`src/rtl/mtsp_sched_pkg.sv`:
```
// Shared types and round-robin pick helper for the MTSP thread scheduler and memory port arbiter.
package mtsp_sched_pkg;

  localparam int THREAD_COUNT_DEF = 8;
  localparam int SIZE_PC          = 16;

  typedef enum logic [1:0] {S_IDLE, S_ARB, S_OFFER} sched_state_t;

  // Rotate req so ptr sits at bit 0, priority-encode, then unrotate; mask = width-1.
  // Returns {found, tid}.
  function automatic logic [5:0] rr_pick(input logic [31:0] req,
                                         input logic [4:0]  ptr,
                                         input logic [4:0]  mask);
    logic [31:0] rot;
    logic        found;
    logic [4:0]  off;
    rot   = '0;
    found = 1'b0;
    off   = '0;
    for (int i = 0; i < 32; i++) begin
      rot[i] = req[(5'(i) + ptr) & mask];
    end
    for (int i = 31; i >= 0; i--) begin
      if (rot[i]) begin
        found = 1'b1;
        off   = 5'(i);
      end
    end
    return {found, (off + ptr) & mask};
  endfunction

endpackage

```
`src/rtl/mtsp_rr_arbiter.sv`:
```
// Round-robin arbiter: first set req bit at or above ptr, wrapping.
// Latency: purely combinational.
// Backpressure: none; grant follows req/ptr every cycle.
module mtsp_rr_arbiter
  import mtsp_sched_pkg::*;
#(
  parameter int N  = 8,
  localparam int TW = $clog2(N)
) (
  input  logic [N-1:0]  req,
  input  logic [TW-1:0] ptr,
  output logic          grant_valid,
  output logic [TW-1:0] grant_tid
);

  logic [5:0] pick;

  assign pick        = rr_pick(32'(req), 5'(ptr), 5'(N - 1));
  assign grant_valid = pick[5];
  assign grant_tid   = TW'(pick);

endmodule

```
`src/rtl/mtsp_thread_scheduler.sv`:
```
// Round-robin issue scheduler: offers one runnable thread's PC per ARB/OFFER pair.
// Latency: RUN in idle -> ISSUE_VALID two cycles later; at most one issue per two cycles.
// Backpressure: slot held stable while ISSUE_READY is low; withdrawn if its thread stops running.
module mtsp_thread_scheduler
  import mtsp_sched_pkg::*;
#(
  parameter int  THREAD_COUNT = THREAD_COUNT_DEF,
  parameter int  PC_W         = SIZE_PC,
  localparam int TID_W        = $clog2(THREAD_COUNT)
) (
  input  logic                         CLK,
  input  logic                         nRST,
  input  logic [THREAD_COUNT-1:0]      TRD_BUSY,
  input  logic [THREAD_COUNT-1:0]      TRD_RUN,
  input  logic [THREAD_COUNT*PC_W-1:0] TRD_PC,
  output logic                         ISSUE_VALID,
  input  logic                         ISSUE_READY,
  output logic [TID_W-1:0]             ISSUE_TID,
  output logic [PC_W-1:0]              ISSUE_PC,
  input  logic                         CMD_EN,
  output logic [THREAD_COUNT-1:0]      TRD_nEN,
  input  logic                         WAKE_EN,
  input  logic [TID_W-1:0]             WAKE_TID,
  output logic [THREAD_COUNT-1:0]      TRD_nAWAKE,
  output logic                         nSOLITUDE,
  output logic                         IDLE
);

  sched_state_t     state, state_nxt;
  logic [TID_W-1:0] rr_ptr;
  logic [TID_W-1:0] last_tid;
  logic             grant_valid;
  logic [TID_W-1:0] grant_tid;
  logic             load_slot;
  logic             handshake;

  mtsp_rr_arbiter #(.N(THREAD_COUNT)) u_arb (
    .req         (TRD_RUN),
    .ptr         (rr_ptr),
    .grant_valid (grant_valid),
    .grant_tid   (grant_tid)
  );

  always_comb begin
    state_nxt = state;
    load_slot = 1'b0;
    handshake = 1'b0;
    unique case (state)
      S_IDLE: if (|TRD_RUN) state_nxt = S_ARB;
      S_ARB: begin
        if (grant_valid) begin
          load_slot = 1'b1;
          state_nxt = S_OFFER;
        end else begin
          state_nxt = S_IDLE;
        end
      end
      S_OFFER: begin
        // A handshake completes even if the thread's RUN drops in the same cycle.
        if (ISSUE_READY) begin
          handshake = 1'b1;
          state_nxt = (|TRD_RUN) ? S_ARB : S_IDLE;
        end else if (!TRD_RUN[ISSUE_TID]) begin
          state_nxt = S_ARB;
        end
      end
      default: state_nxt = S_IDLE;
    endcase
  end

  assign ISSUE_VALID = (state == S_OFFER);

  always_ff @(posedge CLK) begin
    if (!nRST) begin
      state      <= S_IDLE;
      rr_ptr     <= '0;
      last_tid   <= '0;
      ISSUE_TID  <= '0;
      ISSUE_PC   <= '0;
      TRD_nAWAKE <= '1;
      nSOLITUDE  <= 1'b1;
      IDLE       <= 1'b1;
    end else begin
      state <= state_nxt;
      if (load_slot) begin
        ISSUE_TID <= grant_tid;
        ISSUE_PC  <= TRD_PC[grant_tid*PC_W +: PC_W];
      end
      if (handshake) begin
        last_tid <= ISSUE_TID;
        rr_ptr   <= ISSUE_TID + TID_W'(1);
      end
      TRD_nAWAKE <= '1;
      if (WAKE_EN) TRD_nAWAKE[WAKE_TID] <= 1'b0;
      nSOLITUDE <= ($countones(TRD_BUSY) != 1);
      IDLE      <= (TRD_BUSY == '0) && (state == S_IDLE);
    end
  end

  // Commands from decode target the last accepted thread, not the one being offered.
  always_comb begin
    TRD_nEN           = '1;
    TRD_nEN[last_tid] = ~CMD_EN;
  end

endmodule

```
`config.mk`:
```
export PLATFORM = sky130hd
export DESIGN_NAME = mtsp_thread_scheduler
export DESIGN_NICKNAME = d
export VERILOG_FILES = /design/src/rtl/mtsp_sched_pkg.sv /design/src/rtl/mtsp_rr_arbiter.sv /design/src/rtl/mtsp_thread_scheduler.sv
export SDC_FILE = /design/constraint.sdc
export NUM_CORES = 1
export LEC_CHECK = 0
export BUFFER_PORTS_ARGS = -buffer_cell sky130_fd_sc_hd__buf_2
export CORE_MARGIN = 2
export CORE_UTILIZATION = 29
export DETAILED_ROUTE_END_ITERATION = 7
export GPL_TIMING_DRIVEN = 0
export SYNTH_ARGS = -nofsm -noshare
export SYNTH_HDL_FRONTEND = slang
export SYNTH_SLANG_ARGS = --single-unit
```
`constraint.sdc`:
```
create_clock -name CLK -period 4.8 [get_ports CLK]
set_input_delay 0.96 -clock CLK [delete_from_list [all_inputs] [get_ports CLK]]
set_output_delay 0.96 -clock CLK [all_outputs]
set_load 0.05 [all_outputs]
```
# == Word level (Yosys, flattened, before mapping) ==
# Cells that the tools add are included.
# Widths: inputs -> output; s select.
# word_totals
output_inout_bits,38
regBits,37
wordCells,247
inputBits,152
# classes
mux,144
add_sub_neg,40
bitwise,4
magnitude_cmp,37
n_reduce_logical,8
shifts,1
n_eq_ne,5
# op_table
op,count
$lt 3x6->1 const B,32
$shiftx 128x8->16,1
$bmux 1 s3,33
$mux 3,32
$mux 1,72
$add 3x3->3 const A,16
$add 2x3->3 const A,8
$add 1x3->3 const A,7
$not 8->8,2
$lt 3x4->1 const B,3
$add 1x1->2,4
$logic_not 8->1,1
$mux 2,4
$or 8x8->8,1
$reduce_or 8->1,1
$add 2x2->3,2
$demux 1 s3,2
$ge 3x1->1 const B,2
$pmux 2 s3,1
$add 3x3->4,1
$ne 4x1->1 const B,1
$reduce_and 2->1,2
$add 3x1->3 const B,1
$add 3x3->3,1
other kinds (7),9

# == Logic depth before layout (Yosys ltp) ==
# logic_depth
ltp_word,37
ltp_mapped,19

# == By module ==
# Synthesis repeated with hierarchy kept, for this count alone.
# unflattened
hier_cells,301
hier_area_um2,3158.0
# modules_own_cells
module,instances,cells_each,area_each_um2
mtsp_thread_scheduler,1,233,2517.4
mtsp_rr_arbiter,1,68,640.6

# == Worst setup path before layout ==
# Ideal clock, no wire load.
# synth_timing
path_kind,reg-to-reg
startpoint,reg rr_ptr[0]
endpoint,reg ISSUE_PC[9]
slack_ps,407
path_buffers,4
arrival_ps,4272
path_stages_with_launch,15
period_less_slack_ps,4393
setup_ps,122
cell_sequence,dfxtp_1 buf_6 inv_2 ha_1 buf_6 mux4_2 mux2_4 o21bai_1 a31oi_1 ha_1 clkbuf_1 clkbuf_1 mux4_1 and3_2 a221o_1
# synth_via
elab_chain_cells,37
word_cells_on_any_way,163
# synth_lines
element,line_no,text
from (decl),mtsp_thread_scheduler.sv:30,logic [TID_W-1:0] rr_ptr;
from (signal assigned),mtsp_thread_scheduler.sv:91,rr_ptr <= ISSUE_TID + TID_W'(1);
$add 1x3->3,mtsp_sched_pkg.sv:21,rot[i] = req[(5'(i) + ptr) & mask];
$bmux 1 s3,mtsp_sched_pkg.sv:21,
$mux 1 (not written as such),mtsp_sched_pkg.sv:21,
$mux 3 (32 in series),mtsp_sched_pkg.sv:24,if (rot[i]) begin
$add 3x3->3 *,mtsp_sched_pkg.sv:29,"return {found, (off + ptr) & mask};"
named net grant_tid[0],mtsp_thread_scheduler.sv:33,logic [TID_W-1:0] grant_tid;
$shiftx 128x8->16 *,mtsp_thread_scheduler.sv:87,ISSUE_PC <= TRD_PC[grant_tid*PC_W +: PC_W];
to (signal assigned),mtsp_thread_scheduler.sv:87,
to (decl),mtsp_thread_scheduler.sv:19,"output logic [PC_W-1:0] ISSUE_PC,"
# The timed path passes the listed nets; every way through them passes the cells marked *. The select of a mux whose other input is x is not followed.
# A chain may end at the register's enable or synchronous reset.

# == Worst setup path in the final report ==
# Ends and elaborated chain as after synthesis.

==> summary.md <==
| Metric | Value |
|---|---|
| Post CTS Setup Buffer Count | `0` |
| Final instance count without filler cells | `668` |
| Largest family of logic cells by synthesized area | `multiplexers` |
| Worst Hold Path EP | `state[0]$_SDFFE_PN0P_` |
| RSZ-0062 raised after global routing | `no` |
| Fillers | `1,207` |
| Global Route Usage Sum | `around 16%` |
| Fin crit share | `95.2%` |
| Wire length per cell | `16.3 um` |
| DR pass1 iterations | `4` |
| GP Congestion | `0.798` |
| DP HPWL | `9.15 mm` |
| Most frequent cells in the layout | `191 x buf_2, 37 x dfxtp_1, 31 x nand3_1` |
| CTS tree | `yes` |
| Initial Util | `29.8%` |
| CP peak stage delay | `0.65 ns` |
| Crit path max fanout | `10` |
| Reg2Reg Depth | `14` |
| Area occupied by multi-input gates | `2530 um2` |
| H-tree levels | `2` |
| Sequential fraction of the synthesis area | `roughly a fifth` |
| Antenna diodes | `0` |
| Compound-Gate Fraction of Synth Area | `11.1%` |
| Worst Clk Skew | `0.00596 ns` |
| CTS Hold Bufs | `0` |
| DRT iter0 DRCs | `171` |
| Commonest non-fill, non-tap cell in the layout | `buf_2` |
| Worst slew pin tran | `0.464 ns` |
| WS Path Type | `reg -> reg` |
| Slew Viols, Final | `0` |
| Antenna violations before repair | `0` |
| Die extent in x | `around 120 um` |
| Root buffer cell | `clkbuf_16` |
| CORE AREA | `12,000 um2` |
| Async SR Flop Fraction | `0%` |
| Routed Antenna Nets | `0` |
| Vias in the first global route | `3,317` |
| Reg-to-Reg End | `ISSUE_PC[9]$_SDFFE_PN0P_` |
| DIE AREA | `13,200 um2` |
| Via count | `3,433` |
| Tmin final | `4.57 ns` |
| Seq cells post-synth | `37` |
| Top_reg_cell synth | `dfxtp_1` |
| # DRC | `0` |
| CP arrival | `4.73 ns` |
| Height of the die | `between 100 and 150 um` |
| Hold Crit Start | `state[0]$_SDFFE_PN0P_` |
| Nets | `685` |
| Synth Instances | `roughly 330` |
| Largest net degree at the start of global routing | `12` |
| Util after Layout | `around two fifths` |
| Lkg Pwr | `approximately 2.3 nW` |
| Placed insts | `about 660` |
| Post-Synth Adder-Cell Area | `5.60%` |
| Req. time, crit path | `4.97 ns` |
| TritonCTS Sinks | `37` |
| Distinct cell type count after synthesis | `63` |
| Post-synth EDFFs | `0` |
| Critical path startpoint category | `register` |
| F_max | `219 MHz` |
| Port bufs | `189` |
| Clock Path Buffers | `2` |
| Hold Path Class | `reg -> reg` |
| CP Capture Type | `register` |
| Hold Crit Depth | `1` |
| Design Power | `1.19 mW` |
| Pwr/cell area | `about 240 nW/um2` |
| Clk slew on worst S/H paths | `0.06 ns` |
| Share of post-route cells with drive strength above 1 | `53.0%` |
| # rows | `40` |
| Hold Violations, Final | `0` |
| Syn_area_per_cell | `approximately 11 um2` |
| Run status | `finished, final reports clean` |
| Worst-skew pair later-pin latency | `around 0.28 ns` |
| Critical path's slowest cell | `fa_2` |
| Synth Area in Simple Gates | `20.1%` |
| Critical path cell sequence | `buf_6 -> inv_2 -> ha_1 -> buf_6 -> mux4_2 -> mux2_4 -> o21bai_1 -> a31oi_1 -> ha_1 -> fa_2 -> clkbuf_2 -> mux4_1 -> and3_2 -> a221o_1` |
| Worst r2r src | `rr_ptr[0]$_SDFFE_PN0P_` |
| Total gr overflow | `0` |
| FF/Latch Area | `741 um2` |
| Post-Syn Area | `3580 um2` |
| Synthesized Nets | `490` |
| Max Cap Viol | `0` |
| Synthesis Warnings | `0` |
| Mux cell area share after synthesis | `32.9%` |
| First-pass GRT wire length | `16.3 mm` |
| Max-slew headroom | `69.1%` |
| Layout area overhead | `36.2%` |
| Cts bufs inserted | `5` |
| CP startpoint | `rr_ptr[0]$_SDFFE_PN0P_` |
| Final setup violation count | `0` |
| DR vias/cell | `5.14` |
| Synth Area in XOR/XNOR | `less than 1%` |
| Internal reg-to-reg setup slack | `between 0.2 and 0.25 ns` |
| Max rail drop VDD | `0.000120 V` |
| I/O Pins | `190` |
| Overall routed net length | `10.9 mm` |
how the worst max path moves through the flow:
stage | end | slack, ns
final | ISSUE_PC[9]$_SDFFE_PN0P_ | 0.23
after global routing | ISSUE_PC[9]$_SDFFE_PN0P_ | 0.009
after CTS | ISSUE_PC[9]$_SDFFE_PN0P_ | 0.11
after detailed placement | ISSUE_PC[9]$_SDFFE_PN0P_ | -0.44
after global placement | ISSUE_PC[9]$_SDFFE_PN0P_ | -0.33
after floorplan | ISSUE_PC[9]$_SDFFE_PN0P_ | 0.41
power by group:
part / total [mW] / internal, mW / leakage [nW] / switching [mW]
Clock: 0.339 / 0.220 / 0.0799 / 0.119
Sequential: 0.348 / 0.331 / 0.302 / 0.0169
Combinational: 0.504 / 0.234 / 1.88 / 0.270
Total: 1.19 / 0.784 / 2.26 / 0.407
synth_stat cells, types with 2 or more instances:
cell / instances / area, um2
ha_1: 8 / 100
a21oi_1: 2 / 10.0
nor2b_1: 10 / 62.6
nand3_1: 31 / 155
and2_1: 3 / 18.8
mux2_2: 2 / 22.5
nand2_1: 23 / 86.3
a221o_1: 15 / 150
and3_2: 8 / 60.1
dlymetal6s2s_1: 2 / 25.0
clkbuf_1: 11 / 41.3
nor3_1: 7 / 35.0
fa_1: 5 / 100
buf_6: 5 / 56.3
nand4_1: 5 / 31.3
clkbuf_8: 3 / 41.3
mux4_1: 18 / 473
o21ai_0: 4 / 20.0
nor2_1: 12 / 45.0
mux2i_1: 9 / 90.1
mux4_2: 23 / 518
dfxtp_1: 37 / 741
nor3_2: 9 / 90.1
nor2_4: 2 / 22.5
inv_1: 15 / 56.3
mux2_1: 4 / 45.0
a21boi_1: 4 / 30.0
mux2_4: 2 / 30.0
and3_1: 8 / 50.1
xnor2_1: 4 / 35.0
buf_4: 2 / 15.0
timing repair:
item,CTS,global route
gates resized for setup,7,2
pin swaps,0,0
endpoints found under the setup margin,15,14
sequential cells by signal (all words and copies together) (netlist names):
name        flops
last_tid        3
state           2
nSOLITUDE       1
ISSUE_PC       16
TRD_nAWAKE      8
IDLE            1
ISSUE_TID       3
rr_ptr          3
critical path, delay by kind of cell (launching register included):
family                     cells  cell delay, ns
adders and majority gates      3            1.16
and+or+nand+nor                1            0.24
AOI/OAI and AO/OA              3            0.61
muxes                          3            1.21
buffers and inverters          4            0.74
DFF                            1            0.49
final cells by class:
class	count	area share, %
plain buffers	28	5.21
clock buffers	7	3.13
clock inverters	1	0.103
inverters	16	1.23
multi-input cells	243	51.9
flip-flops and latches	37	15.2
well taps	147	3.78
repair buffers	189	19.4
per-layer routing:
| layer | GRT usage (%) | wire length (um) | vias up |
|---|---|---|---|
| li1 | - | - | 1665 |
| met1 | 20.9 | 4790 | 1649 |
| met2 | 27.1 | 5460 | 115 |
| met3 | 2.16 | 555 | 4 |
| met4 | 2.57 | 76 | 0 |
| met5 | 0 | 0 | - |
stage by stage:
step / cell area, um2 / hold WS [ns] / TNS (ns) / worst slack, ns
after detailed placement: 4710 / 0.474 / -4.66 / -0.439
after global routing: 4870 / 0.499 / 0 / 0.00926
after global placement: 4710 / 0.458 / -3.51 / -0.333
final: 4870 / 0.475 / 0 / 0.232
after CTS: 4870 / 0.483 / 0 / 0.106
after floorplan: 3580 / 0.448 / 0 / 0.407
kinds of logic after synthesis:
| kind of cell | count (synthesis) |
|---|---|
| simple gates | 126 |
| mux | 58 |
| buf+inv | 45 |
| compound gates | 42 |
| flops | 37 |
| fa+ha+maj | 13 |
| xor+xnor | 4 |
(Power assumes the default switching activity.)
